$ cat src/rtl/sensor_scan_pkg.sv
// sensor_scan_pkg: shared state encoding and default parameter values for the sensor scan sequencer
package sensor_scan_pkg;
    localparam int DEF_NUM_SENSORS    = 12;
    localparam int DEF_SEL_W          = 4;
    localparam int DEF_DELAY_CYCLES   = 10000;
    localparam int DEF_TIMEOUT_CYCLES = 65535;
    typedef enum logic [2:0] {IDLE, TRIGGER, WAIT_DONE, DELAY, COMPLETE} state_t;
endpackage

$ cat src/rtl/sensor_scan_if.sv
// sensor_scan_if: request/detector handshake and status bundle of the sensor scan sequencer
interface sensor_scan_if import sensor_scan_pkg::*; #(
    parameter int NUM_SENSORS = DEF_NUM_SENSORS,
    parameter int SEL_W       = DEF_SEL_W
) ();
    logic                   startSelector;
    logic                   abort;
    logic [NUM_SENSORS-1:0] sensorMask;
    logic                   detectionComplete;
    logic                   startDetection;
    logic [SEL_W-1:0]       sensorSelect;
    logic                   selectorComplete;
    logic                   busy;
    logic [NUM_SENSORS-1:0] timeoutFlags;
    modport master (
        output startSelector, abort, sensorMask, detectionComplete,
        input  startDetection, sensorSelect, selectorComplete, busy, timeoutFlags
    );
    modport slave (
        input  startSelector, abort, sensorMask, detectionComplete,
        output startDetection, sensorSelect, selectorComplete, busy, timeoutFlags
    );
endinterface

$ cat src/rtl/sensor_next_finder.sv
// sensor_next_finder: lowest enabled channel strictly above from (or lowest overall when first)
module sensor_next_finder import sensor_scan_pkg::*; #(
    parameter int NUM_SENSORS = DEF_NUM_SENSORS,
    parameter int SEL_W       = DEF_SEL_W
) (
    input  logic [NUM_SENSORS-1:0] mask,
    input  logic [SEL_W-1:0]       from,
    input  logic                   first,
    output logic [SEL_W-1:0]       idx,
    output logic                   found
);
    // Walk downward so the lowest qualifying channel is the last one written.
    always_comb begin
        idx   = '0;
        found = 1'b0;
        for (int i = NUM_SENSORS - 1; i >= 0; i--)
            if (mask[i] && (first || i > int'(from))) begin
                idx   = SEL_W'(i);
                found = 1'b1;
            end
    end
endmodule

$ cat src/rtl/sensor_scan_sequencer.sv
// sensor_scan_sequencer: steps detection through enabled sensor channels with timeout and inter-channel delay
module sensor_scan_sequencer import sensor_scan_pkg::*; #(
    parameter int NUM_SENSORS    = DEF_NUM_SENSORS,
    parameter int SEL_W          = DEF_SEL_W,
    parameter int DELAY_CYCLES   = DEF_DELAY_CYCLES,
    parameter int TIMEOUT_CYCLES = DEF_TIMEOUT_CYCLES
) (
    input logic         clk,
    input logic         reset,
    sensor_scan_if.slave bus
);
    localparam int DW = (DELAY_CYCLES < 1) ? 1 : $clog2(DELAY_CYCLES + 1);
    localparam int TW = (TIMEOUT_CYCLES < 2) ? 1 : $clog2(TIMEOUT_CYCLES + 1);
    localparam logic [DW-1:0] DLAST = DW'((DELAY_CYCLES == 0) ? 0 : DELAY_CYCLES - 1);
    localparam logic [TW-1:0] TLAST = TW'(TIMEOUT_CYCLES - 1);

    state_t                 state, nxt;
    logic [NUM_SENSORS-1:0] mask_q, flags;
    logic [SEL_W-1:0]       sel, nidx;
    logic [DW-1:0]          dcnt;
    logic [TW-1:0]          tcnt;
    logic                   nfound, start_det, sel_done, busy_q;
    logic                   timed_out, delay_end;

    sensor_next_finder #(.NUM_SENSORS(NUM_SENSORS), .SEL_W(SEL_W)) finder (
        .mask  (state == IDLE ? bus.sensorMask : mask_q),
        .from  (sel),
        .first (state == IDLE),
        .idx   (nidx),
        .found (nfound)
    );

    assign timed_out = tcnt == TLAST;
    assign delay_end = dcnt == DLAST;

    // State register.
    always_ff @(posedge clk)
        state <= reset ? IDLE : nxt;

    // Next-state selection; abort from any active state returns to IDLE.
    always_comb begin
        nxt = state;
        case (state)
            IDLE:      nxt = bus.startSelector ? (nfound ? TRIGGER : COMPLETE) : IDLE;
            TRIGGER:   nxt = WAIT_DONE;
            WAIT_DONE: nxt = (bus.detectionComplete || timed_out) ? DELAY : WAIT_DONE;
            DELAY:     nxt = delay_end ? (nfound ? TRIGGER : COMPLETE) : DELAY;
            COMPLETE:  nxt = IDLE;
            default:   nxt = IDLE;
        endcase
        if (bus.abort && state != IDLE) nxt = IDLE;
    end

    // Registered outputs, latched mask, channel index, flags and saturating counters.
    always_ff @(posedge clk) begin
        if (reset) begin
            mask_q    <= '0;
            flags     <= '0;
            sel       <= '0;
            dcnt      <= '0;
            tcnt      <= '0;
            start_det <= 1'b0;
            sel_done  <= 1'b0;
            busy_q    <= 1'b0;
        end else begin
            start_det <= state == TRIGGER && !bus.abort;
            sel_done  <= state == COMPLETE && !bus.abort;
            busy_q    <= nxt != IDLE;
            tcnt      <= state == WAIT_DONE ? ((&tcnt) ? tcnt : tcnt + 1'b1) : '0;
            dcnt      <= state == DELAY ? ((&dcnt) ? dcnt : dcnt + 1'b1) : '0;
            if (state == IDLE && bus.startSelector) begin
                mask_q <= bus.sensorMask;
                flags  <= '0;
                if (nfound) sel <= nidx;
            end
            if (state == WAIT_DONE && !bus.abort && !bus.detectionComplete && timed_out)
                flags[sel] <= 1'b1;
            if (state == DELAY && !bus.abort && delay_end && nfound)
                sel <= nidx;
        end
    end

    assign bus.startDetection   = start_det;
    assign bus.sensorSelect     = sel;
    assign bus.selectorComplete = sel_done;
    assign bus.busy             = busy_q;
    assign bus.timeoutFlags     = flags;
endmodule

$ cat src/flat_wrapper.sv
// flat-port wrapper written by rule: the top's interface ports become plain ports
module sensor_scan_sequencer_flat import sensor_scan_pkg::*;
#(
    parameter int NUM_SENSORS    = DEF_NUM_SENSORS,
    parameter int SEL_W          = DEF_SEL_W,
    parameter int DELAY_CYCLES   = DEF_DELAY_CYCLES,
    parameter int TIMEOUT_CYCLES = DEF_TIMEOUT_CYCLES
)
  (clk, reset, bus_startSelector, bus_abort, bus_sensorMask, bus_detectionComplete, bus_startDetection, bus_sensorSelect, bus_selectorComplete, bus_busy, bus_timeoutFlags);
  sensor_scan_if #(.NUM_SENSORS(NUM_SENSORS), .SEL_W(SEL_W)) bus_i ();
  input logic clk;
  input logic reset;
  input wire logic [$bits(bus_i.startSelector)-1:0] bus_startSelector;
  input wire logic [$bits(bus_i.abort)-1:0] bus_abort;
  input wire logic [$bits(bus_i.sensorMask)-1:0] bus_sensorMask;
  input wire logic [$bits(bus_i.detectionComplete)-1:0] bus_detectionComplete;
  output wire logic [$bits(bus_i.startDetection)-1:0] bus_startDetection;
  output wire logic [$bits(bus_i.sensorSelect)-1:0] bus_sensorSelect;
  output wire logic [$bits(bus_i.selectorComplete)-1:0] bus_selectorComplete;
  output wire logic [$bits(bus_i.busy)-1:0] bus_busy;
  output wire logic [$bits(bus_i.timeoutFlags)-1:0] bus_timeoutFlags;
  assign bus_i.startSelector = bus_startSelector;
  assign bus_i.abort = bus_abort;
  assign bus_i.sensorMask = bus_sensorMask;
  assign bus_i.detectionComplete = bus_detectionComplete;
  assign bus_startDetection = bus_i.startDetection;
  assign bus_sensorSelect = bus_i.sensorSelect;
  assign bus_selectorComplete = bus_i.selectorComplete;
  assign bus_busy = bus_i.busy;
  assign bus_timeoutFlags = bus_i.timeoutFlags;
  sensor_scan_sequencer #(.NUM_SENSORS(NUM_SENSORS), .SEL_W(SEL_W), .DELAY_CYCLES(DELAY_CYCLES), .TIMEOUT_CYCLES(TIMEOUT_CYCLES)) u_core (.clk(clk), .reset(reset), .bus(bus_i));
endmodule
$ cat config.mk
export PLATFORM = sky130hd
export DESIGN_NAME = sensor_scan_sequencer_flat
export DESIGN_NICKNAME = d
export VERILOG_FILES = /design/src/rtl/sensor_scan_pkg.sv /design/src/rtl/sensor_scan_if.sv /design/src/rtl/sensor_next_finder.sv /design/src/rtl/sensor_scan_sequencer.sv /design/src/flat_wrapper.sv
export SDC_FILE = /design/constraint.sdc
export NUM_CORES = 1
export LEC_CHECK = 0
export BUFFER_PORTS_ARGS = -buffer_cell sky130_fd_sc_hd__buf_4
export CAP_MARGIN = 5
export CORE_MARGIN = 2
export CORE_UTILIZATION = 40
export CTS_CLUSTER_SIZE = 12
export DETAILED_ROUTE_END_ITERATION = 8
export GPL_ROUTABILITY_DRIVEN = 0
export MAX_ROUTING_LAYER = met4
export PLACE_DENSITY = 0.57
export SLEW_MARGIN = 30
export SYNTH_ARGS = -nofsm -noshare
export SYNTH_HDL_FRONTEND = slang
export SYNTH_HIERARCHICAL = 1
export SYNTH_SLANG_ARGS = --single-unit
$ cat constraint.sdc
create_clock -name clk -period 4.3 [get_ports clk]
set_input_delay 0.86 -clock clk [delete_from_list [all_inputs] [get_ports clk]]
set_output_delay 0.86 -clock clk [all_outputs]
set_load 0.1 [all_outputs]
Yosys cells after proc, flatten, opt, wreduce, memory -nomap -nowiden
Index checks and enable logic that the tools add are counted.

storage, ports and cells
  input port bits = 17
  output and inout bits = 19
  register bits after elaboration = 64

cells by class
  order comparisons = 13
  bitwise gates (word level) = 3
  add/subtract/negate cells = 2
  equal/unequal tests = 6
  reductions and logical operators = 47
  mux-type cells = 39

operators with widths
  kind                                                         count
  two-way mux 4 bit                                            15
  two-way mux 12 bit                                           4
  logical AND 1 bit                                            23
  adder 16 x 1 -> 16 bit (second input constant)               1
  equality test 16 bit (second input constant)                 1
  > comparator 3 x 4 -> 1 bit (first input constant)           4
  > comparator 4 bit (first input constant)                    4
  AND reduction 16 bit                                         1
  adder 14 x 1 -> 14 bit (second input constant)               1
  equality test 14 bit (second input constant)                 1
  two-way mux 1 bit                                            14
  AND reduction 14 bit                                         1
  logical OR 1 bit                                             12
  two-way mux 3 bit                                            4
  bitwise OR 12 bit                                            1
  case mux 3 bit (4 select lines)                              1
  > comparator 2 x 4 -> 1 bit (first input constant)           2
  equality test 3 x 2 -> 1 bit (second input constant)         2
  nonzero test 3 bit                                           2
  less-than comparator 4 x 5 -> 1 bit (second input constant)  1
  demux 1 bit (select 4 bit)                                   1
  >= comparator 4 x 1 -> 1 bit (second input constant)         1
  > comparator 1 x 4 -> 1 bit (first input constant)           1
  nonzero test 2 bit                                           2
  other kinds (7)                                              10

Longest topological paths before layout
Gate-level depths: netlist (run 1).

  depth in word-level cells = 20
  gate-level depth with buffers = 16
  mapped depth without buffers = 13

Modules after synthesis
Netlist (run 1), hierarchy kept.

by module, submodules not included
  module                 times used  cells an instance  area each (µm²)
  sensor_scan_sequencer  1           339                2931.6
  sensor_next_finder     1           67                 425.4

Least setup slack after synthesis (run 1)
Ideal clock, no wire load.

  kind = register to register
  from = register u_core.state[1]
  to = register u_core.sel[2] (netlist: u_core/bus.sensorSelect[2])
  path buffers = 2
  arrival = 3.023 ns
  data required time = 4.172 ns
  setup slack = 1.150 ns
  stages on the path, launching flop included = 15
  library setup time = 0.128 ns
  cells stage by stage = dfxtp_1 or2_1 clkbuf_1 nor2_1 buf_2 mux2_2 nor2b_1 o221ai_1 nand3_1 nor2_1 nand2b_1 nor3b_1 a21oi_1 mux2i_1 nor2_1

between the ends
  longest elaborated chain between the ends = 18
  elaborated cells between the ends (all ways) = 59
  those cells by class = 1 x eq/ne; 27 x mux; 31 x reduce/logical

RTL lines
  item                                                    line                                                      text
  start, declared                                         sensor_scan_sequencer.sv:17                               state_t state, nxt;
  start signal, assigned                                  sensor_scan_sequencer.sv:38                               state <= reset ? IDLE : nxt;
  zero test 3 bit (*)                                     sensor_scan_sequencer.sv:26, sensor_scan_sequencer.sv:28
  two-way mux 12 bit or logical OR 1 bit (tied branches)  sensor_scan_sequencer.sv:26, sensor_next_finder.sv:17
  logical AND 1 bit                                       sensor_next_finder.sv:17                                  if (mask[i] && (first || i > int'(from))) begin
  two-way mux 1 bit (11 in a row)                         sensor_next_finder.sv:17
  two-way mux 1 bit (*)                                   sensor_next_finder.sv:17
  named net u_core.nfound                                 sensor_scan_sequencer.sv:22                               logic nfound, start_det, sel_done, busy_q;
  logical AND 1 bit                                       sensor_scan_sequencer.sv:78                               if (state == DELAY && !bus.abort && delay_end && nfound)
  nonzero test 2 bit (no line)                            --
  AND reduction 2 bit (no line)                           --
  end signal, assigned                                    sensor_scan_sequencer.sv:74                               if (nfound) sel <= nidx;
  end signal, assigned                                    sensor_scan_sequencer.sv:79                               sel <= nidx;
  end, declared                                           sensor_scan_sequencer.sv:19                               logic [SEL_W-1:0] sel, nidx;

The timed path passes the listed nets; every way through them passes the cells marked *. The select of a mux whose other input is x is not followed.
A chain may end at the register's enable or synchronous reset.

Worst setup path in the final report (run 1)
  from = register u_core.state[1]
  to = register u_core.sel[0] (netlist: u_core/bus.sensorSelect[0])

Same word-level chain as after synthesis.

==> flow_summary.json, run 1 <==
{
  "worstReg2RegStart": "u_core/state[1]$_SDFF_PP0_",
  "regToRegSetupSlack_ns": 0.97,
  "synthesis.area_sq_mm": 0.00336,
  "yosys_warnings": 6,
  "vertical_extent_of_the_die_um": 95.6,
  "grt.total_usage": 0.182,
  "finalSetupViolCount": 0,
  "diodes": 0,
  "path_max_fanout": 24,
  "cts_tree": "yes",
  "synth_enable_flop_cells": 0,
  "synthCells": 406,
  "cts_resized": 0,
  "synthArstFlopShare": 0,
  "syn-num-nets": 426,
  "worst_slew_margin_rel": 0.392,
  "layout.core_utilization": 0.466,
  "fmax_mhz": 301,
  "timing_worst_slew_pin_value_ns": 0.909,
  "wl_mm": 7.55,
  "final_max_slew_viol_count": 0,
  "timing.critical_path.arrival_ns": 3.54,
  "launch_instance_of_the_worst_min_delay_path": "u_core/mask_q[0]$_SDFFE_PP0P_",
  "hold_class": "reg -> reg",
  "remaining_drc_errors": 0,
  "cts.path.max_buffers": 2,
  "period_needed_ns": 3.33,
  "htree_levels": 3,
  "wire_per_inst_um": 14.0,
  "grt_setup_unrepaired": "no",
  "postCtsHoldBufs": 0,
  "setup.worst_path.start_class": "flip-flop",
  "design.final.nets": 450,
  "finalHoldViolations": 0,
  "die-width_um": 95.6,
  "via_count": 2852,
  "first_pass_grt_wire_length_mm": 12.6,
  "timing.setup.critical_path_class": "reg -> reg",
  "via_count_of_the_first_global_routing_pass": 2622,
  "worst_ir_drop_vdd_uv": 160,
  "critical_path_required_ns": 4.52,
  "clk-insertion-delay-late_ns": 0.34,
  "numPortBuffers": 35,
  "status": "finished, final reports clean",
  "ports": 36,
  "clock_sink_count": 64,
  "cellPowerDensity_mw_per_mm2": 327,
  "layout.area.seq_sq_mm": 0.00128,
  "antenna_violations_before_repair": 0,
  "crit_start": "u_core/state[1]$_SDFF_PP0_",
  "die_area_sq_mm": 0.00914,
  "start_util": 0.411,
  "iteration_0_drc_markers": 176,
  "capturing_element_type_of_the_critical_path": "flip-flop",
  "postSynthRegisterBits": 64,
  "drtPass1Iterations": 5,
  "post-route-period-util": 0.774,
  "syn_avg_cell_area_sq_um": 8.27,
  "cts_inserted_buffers": 9,
  "most-common-layout-cells": "sky130_fd_sc_hd__dfxtp_1, sky130_fd_sc_hd__nor2_1, sky130_fd_sc_hd__nand2_1, sky130_fd_sc_hd__buf_4, sky130_fd_sc_hd__a21oi_1",
  "design.core.area_sq_mm": 0.00818,
  "vias_per_cell": 5.29,
  "power_leakage_nw": 1.32,
  "finalClockSkew_ns": 0.00944,
  "num-fill-cells": 837,
  "drive_gt1_frac": 0.180,
  "most_common_cell_after_layout_fill_and_taps_aside": "sky130_fd_sc_hd__dfxtp_1",
  "num_rows": 33,
  "seq_area_frac_synth": 0.382,
  "fin_tns_setup_ns": 0,
  "dpl.hpwl_mm": 5.22,
  "maxCapViolCount": 0,
  "antenna_left": 0,
  "layout-area-overhead-vs-synth_pct": 13.5,
  "grt.overflow.total": 0,
  "post-cts-setup-buffer-count": 0,
  "ys_types": 62,
  "clk_pin_slew_ns": 0.07,
  "ys_dominant_reg_cell": "sky130_fd_sc_hd__dfxtp_1",
  "clock_tree_root_buffer_cell": "sky130_fd_sc_hd__clkbuf_8",
  "multiInputGateArea_sq_mm": 0.00193,
  "grt_max_degree": 35
}
-- per-stage QoR --
step | worst slack, ns | power [mW] | area, sq um | hold slack, ns | cells
after floorplan | 1.15 | 0.756 | 3360 | 0.434 | 406
after global placement | 1.20 | 0.793 | 3630 | 0.441 | 524
after detailed placement | 1.01 | 0.795 | 3630 | 0.445 | 524
after CTS | 0.979 | 1.27 | 3810 | 0.456 | 539
after global routing | 0.638 | 1.30 | 3810 | 0.476 | 539
final | 0.973 | 1.25 | 3810 | 0.454 | 539
-- worst max-delay path: stages, from the launching register on --
cell and delay, ns:
sky130_fd_sc_hd__dfxtp_1 0.36, sky130_fd_sc_hd__or2_1 0.33, sky130_fd_sc_hd__nor2_1 0.11, sky130_fd_sc_hd__buf_4 0.27, sky130_fd_sc_hd__mux2_2 0.40, sky130_fd_sc_hd__nor2b_1 0.14, sky130_fd_sc_hd__o221ai_1 0.27, sky130_fd_sc_hd__nand3_1 0.15
sky130_fd_sc_hd__nor2_1 0.17, sky130_fd_sc_hd__nand2b_1 0.11, sky130_fd_sc_hd__nand2_1 0.10, sky130_fd_sc_hd__nor3_1 0.05, sky130_fd_sc_hd__a21oi_1 0.43, sky130_fd_sc_hd__mux2i_1 0.25, sky130_fd_sc_hd__nor2_1 0.05
-- Yosys cell counts, types with 4 or more instances --
cell type                  number  share of area
sky130_fd_sc_hd__nor2_1        53          0.059
sky130_fd_sc_hd__nand2_1       51          0.057
sky130_fd_sc_hd__mux2_2        12          0.040
sky130_fd_sc_hd__a31oi_1        5         0.0093
sky130_fd_sc_hd__nand3_1        9          0.013
sky130_fd_sc_hd__o211ai_1       5          0.011
sky130_fd_sc_hd__nor3_1        13          0.019
sky130_fd_sc_hd__nand2b_1       6          0.011
sky130_fd_sc_hd__a22oi_1        8          0.018
sky130_fd_sc_hd__clkbuf_1      15          0.017
sky130_fd_sc_hd__mux2i_1        7          0.021
sky130_fd_sc_hd__and2_1         4         0.0075
sky130_fd_sc_hd__nor4_1         4         0.0075
sky130_fd_sc_hd__dfxtp_1       64           0.38
sky130_fd_sc_hd__or3_1          9          0.017
sky130_fd_sc_hd__nand4_1        7          0.013
sky130_fd_sc_hd__nor3b_1        5          0.011
sky130_fd_sc_hd__a211oi_1       4         0.0089
sky130_fd_sc_hd__o21ai_0       14          0.021
sky130_fd_sc_hd__inv_1          7         0.0078
sky130_fd_sc_hd__a21oi_1       31          0.046
sky130_fd_sc_hd__xnor2_1       16          0.042
-- logic make-up (layout without fill, tap and decap cells) --
kind of cell | Yosys count | after routing | synth area share
fa+ha+maj | 3 | 3 | 0.0112
buf+inv | 30 | 58 | 0.0451
mux | 19 | 19 | 0.0611
xor+xnor | 17 | 17 | 0.0444
flops | 64 | 64 | 0.382
compound gates | 84 | 84 | 0.159
simple gates | 189 | 189 | 0.298
-- power by group --
part / switching, mW / internal (mW)
registers: 0.0178 / 0.604
logic: 0.0969 / 0.0618
clock network: 0.229 / 0.236
total: 0.343 / 0.902
-- flip-flops by register name, summed over array words and instances, names as in the netlist --
register,flops
u_core/tcnt,16
u_core/mask_q,12
u_core/bus.busy,1
u_core/bus.sensorSelect,4
u_core/bus.startDetection,1
u_core/bus.selectorComplete,1
u_core/dcnt,14
u_core/state,3
u_core/bus.timeoutFlags,12
-- area by class of cell --
cell class                      instances  share of cell area
Clock inverter                          3             0.00460
Timing Repair Buffer                   36              0.0709
Multi-Input combinational cell        312               0.506
Inverter                                7             0.00689
Clock buffer                           12              0.0407
Sequential cell                        64               0.336
Tap cell                              105              0.0345
-- path summary, 6_finish.rpt --
kind,end,cells past startpoint
max reg2reg,u_core/bus.sensorSelect[0]$_SDFFE_PP0P_,14
min,u_core/mask_q[0]$_SDFFE_PP0P_,2
max,u_core/bus.sensorSelect[0]$_SDFFE_PP0P_,14
min reg2reg,u_core/mask_q[0]$_SDFFE_PP0P_,2
-- routing by layer --
| metal | track usage | part of all wire | up-vias |
|---|---|---|---|
| li1 | - | - | 1487 |
| met1 | 0.245 | 0.51 | 1303 |
| met2 | 0.274 | 0.45 | 55 |
| met3 | 0.0427 | 0.033 | 7 |
| met4 | 0.0500 | 0.0086 | 0 |
| met5 | - | 0 | - |
(Power assumes the default switching activity.)
==> inputs of run 2 (changes only) <==
--- a/config.mk
+++ b/config.mk
@@ -13,7 +13,7 @@
 export DETAILED_ROUTE_END_ITERATION = 8
 export GPL_ROUTABILITY_DRIVEN = 0
 export MAX_ROUTING_LAYER = met4
-export PLACE_DENSITY = 0.57
+export PLACE_DENSITY = 0.59
 export SLEW_MARGIN = 30
 export SYNTH_ARGS = -nofsm -noshare
 export SYNTH_HDL_FRONTEND = slang
==> constraint.sdc (replaced) <==
create_clock -name clk -period 2.95 [get_ports clk]
set_input_delay 0.59 -clock clk [delete_from_list [all_inputs] [get_ports clk]]
set_output_delay 0.59 -clock clk [all_outputs]
set_load 0.1 [all_outputs]
==> run 2 against run 1 <==
Compared with the run above:
- final cell count increased by 2.2%
- largest power group unchanged
- largest cell class unchanged
- non-clock buffer count up 13
- die area is the same
- clock power is 61% higher
- highest routed layer unchanged
==> flow_summary.json, run 2 (synthesized netlist as in run 1, its figures left out) <==
{
  "cts_tree": "yes",
  "grt_max_degree": 35,
  "power_leakage_nw": 1.40,
  "htree_levels": 3,
  "first_pass_grt_wire_length_mm": 13.0,
  "antenna_violations_before_repair": 0,
  "numPortBuffers": 35,
  "die_area_sq_mm": 0.00914,
  "diodes": 0,
  "most-common-layout-cells": "sky130_fd_sc_hd__dfxtp_1, sky130_fd_sc_hd__nor2_1, sky130_fd_sc_hd__nand2_1, sky130_fd_sc_hd__buf_4, sky130_fd_sc_hd__a21oi_1",
  "post-route-period-util": 0.925,
  "cellPowerDensity_mw_per_mm2": 483,
  "finalSetupViolCount": 0,
  "timing.rr.end": "u_core/bus.sensorSelect[3]$_SDFFE_PP0P_",
  "setup.worst_path.start_class": "flip-flop",
  "wire_per_inst_um": 14.2,
  "timing.setup.critical_path_class": "reg -> reg",
  "holdPathStages": 2,
  "largest_register_by_flop_count": "u_core/tcnt",
  "vias_per_cell": 5.45,
  "fin_tns_setup_ns": 0,
  "maxCapViolCount": 0,
  "final_max_slew_viol_count": 0,
  "timing_worst_slew_pin_value_ns": 0.848,
  "finalClockSkew_ns": 0.0115,
  "clock_tree_root_buffer_cell": "sky130_fd_sc_hd__clkbuf_8",
  "clock_sink_count": 64,
  "wl_mm": 7.81,
  "final_cell_count_no_fill": 551,
  "most_common_cell_after_layout_fill_and_taps_aside": "sky130_fd_sc_hd__dfxtp_1",
  "grt.overflow.total": 0,
  "layout.core_utilization": 0.484,
  "grt.total_usage": 0.187,
  "launch_instance_of_the_worst_min_delay_path": "u_core/mask_q[1]$_SDFFE_PP0P_",
  "capturing_element_type_of_the_critical_path": "flip-flop",
  "cts_inserted_buffers": 9,
  "layout-area-overhead-vs-synth_pct": 17.8,
  "via_count": 3002,
  "largest_registers": "u_core/tcnt (16), u_core/dcnt (14)",
  "path_max_fanout": 9,
  "clk-insertion-delay-late_ns": 0.34,
  "drtPass1Iterations": 5,
  "status": "finished, final reports clean",
  "hold_path_end": "u_core/mask_q[1]$_SDFFE_PP0P_",
  "dp.cells": 535,
  "num-fill-cells": 816,
  "dpl.hpwl_mm": 5.46,
  "ports": 36,
  "largest_register_ffs": 16,
  "total_power_mw": 1.91,
  "worst_slew_margin_rel": 0.430,
  "drive_gt1_frac": 0.215,
  "postCtsHoldBufs": 0,
  "iteration_0_drc_markers": 136,
  "design.core.area_sq_mm": 0.00818,
  "worstReg2RegStart": "u_core/state[1]$_SDFF_PP0_",
  "num_rows": 33,
  "hold_class": "reg -> reg",
  "fmax_mhz": 366,
  "cts.path.max_buffers": 2,
  "timing.critical_path.arrival_ns": 2.94,
  "antenna_left": 0,
  "start_util": 0.411,
  "design.final.nets": 463,
  "regToRegSetupSlack_ns": 0.22,
  "period_needed_ns": 2.73,
  "critical_path_required_ns": 3.16,
  "clk_pin_slew_ns": 0.06,
  "finalHoldViolations": 0,
  "via_count_of_the_first_global_routing_pass": 2762,
  "vertical_extent_of_the_die_um": 95.6,
  "die-width_um": 95.6,
  "worst_ir_drop_vdd_uv": 265,
  "rr_worst_depth": 13,
  "remaining_drc_errors": 0
}
==> run 2: final cells by class <==
cell class                 instances  area (sq um)  area share
clock inverter                     3          42.5      0.0108
inverter                           7          26.3     0.00664
clock buffer                      11           151      0.0383
timing repair buffer              49           368      0.0930
sequential                        64          1280       0.324
tap                              105           131      0.0332
multi-input combinational        312          1950       0.494
==> run 2: repair_timing <==
action                                  4_1_cts  5_1_grt
buffers inserted                              0        2
endpoints found under the setup margin        0        6
gates resized for setup                       0        6
==> run 2: worst max-delay path, cell delays in order, from the launching register on <==
cell	delay, ns
sky130_fd_sc_hd__dfxtp_1	0.31
sky130_fd_sc_hd__or2_4	0.29
sky130_fd_sc_hd__nor2_4	0.11
sky130_fd_sc_hd__buf_4	0.18
sky130_fd_sc_hd__mux2_2	0.38
sky130_fd_sc_hd__o221ai_2	0.22
sky130_fd_sc_hd__nand3_1	0.13
sky130_fd_sc_hd__nor2_1	0.18
sky130_fd_sc_hd__nand2b_1	0.12
sky130_fd_sc_hd__nor3b_2	0.17
sky130_fd_sc_hd__a21oi_2	0.13
sky130_fd_sc_hd__buf_4	0.14
sky130_fd_sc_hd__mux2i_1	0.18
sky130_fd_sc_hd__nor2_1	0.06
==> run 2: worst max path at each step <==
stage | from | end | cells after the start
3_5_place_dp | u_core/state[1]$_SDFF_PP0_ | u_core/bus.sensorSelect[3]$_SDFFE_PP0P_ | 12
2_1_floorplan | u_core/state[1]$_SDFF_PP0_ | u_core/bus.sensorSelect[2]$_SDFFE_PP0P_ | 14
5_1_grt | u_core/state[1]$_SDFF_PP0_ | u_core/bus.sensorSelect[3]$_SDFFE_PP0P_ | 14
3_3_place_gp | u_core/state[1]$_SDFF_PP0_ | u_core/bus.sensorSelect[2]$_SDFFE_PP0P_ | 12
6_report | u_core/state[1]$_SDFF_PP0_ | u_core/bus.sensorSelect[3]$_SDFFE_PP0P_ | 13
4_1_cts | u_core/state[1]$_SDFF_PP0_ | u_core/bus.sensorSelect[3]$_SDFFE_PP0P_ | 12
==> run 2: metrics by stage <==
stage	instance area, sq um	setup slack, ns	hold slack, ns
5_1_grt	3960	-0.00562	0.473
6_report	3960	0.220	0.453
3_5_place_dp	3720	0.0909	0.445
3_3_place_gp	3720	0.219	0.442
2_1_floorplan	3370	0.0447	0.434
4_1_cts	3920	0.0515	0.455
==> run 2: report_power, final <==
| group | internal [mW] | switching (mW) |
|---|---|---|
| clock network | 0.425 | 0.320 |
| registers | 0.881 | 0.0151 |
| logic | 0.106 | 0.161 |
| total | 1.41 | 0.497 |
==> run 2: per-layer routing <==
metal  global-route usage  up-vias  share of wire
met5                    -        -              0
met4               0.0536        0         0.0069
met2                0.274       59           0.45
met3               0.0364        7          0.042
met1                0.261     1411           0.50
li1                     -     1525              -
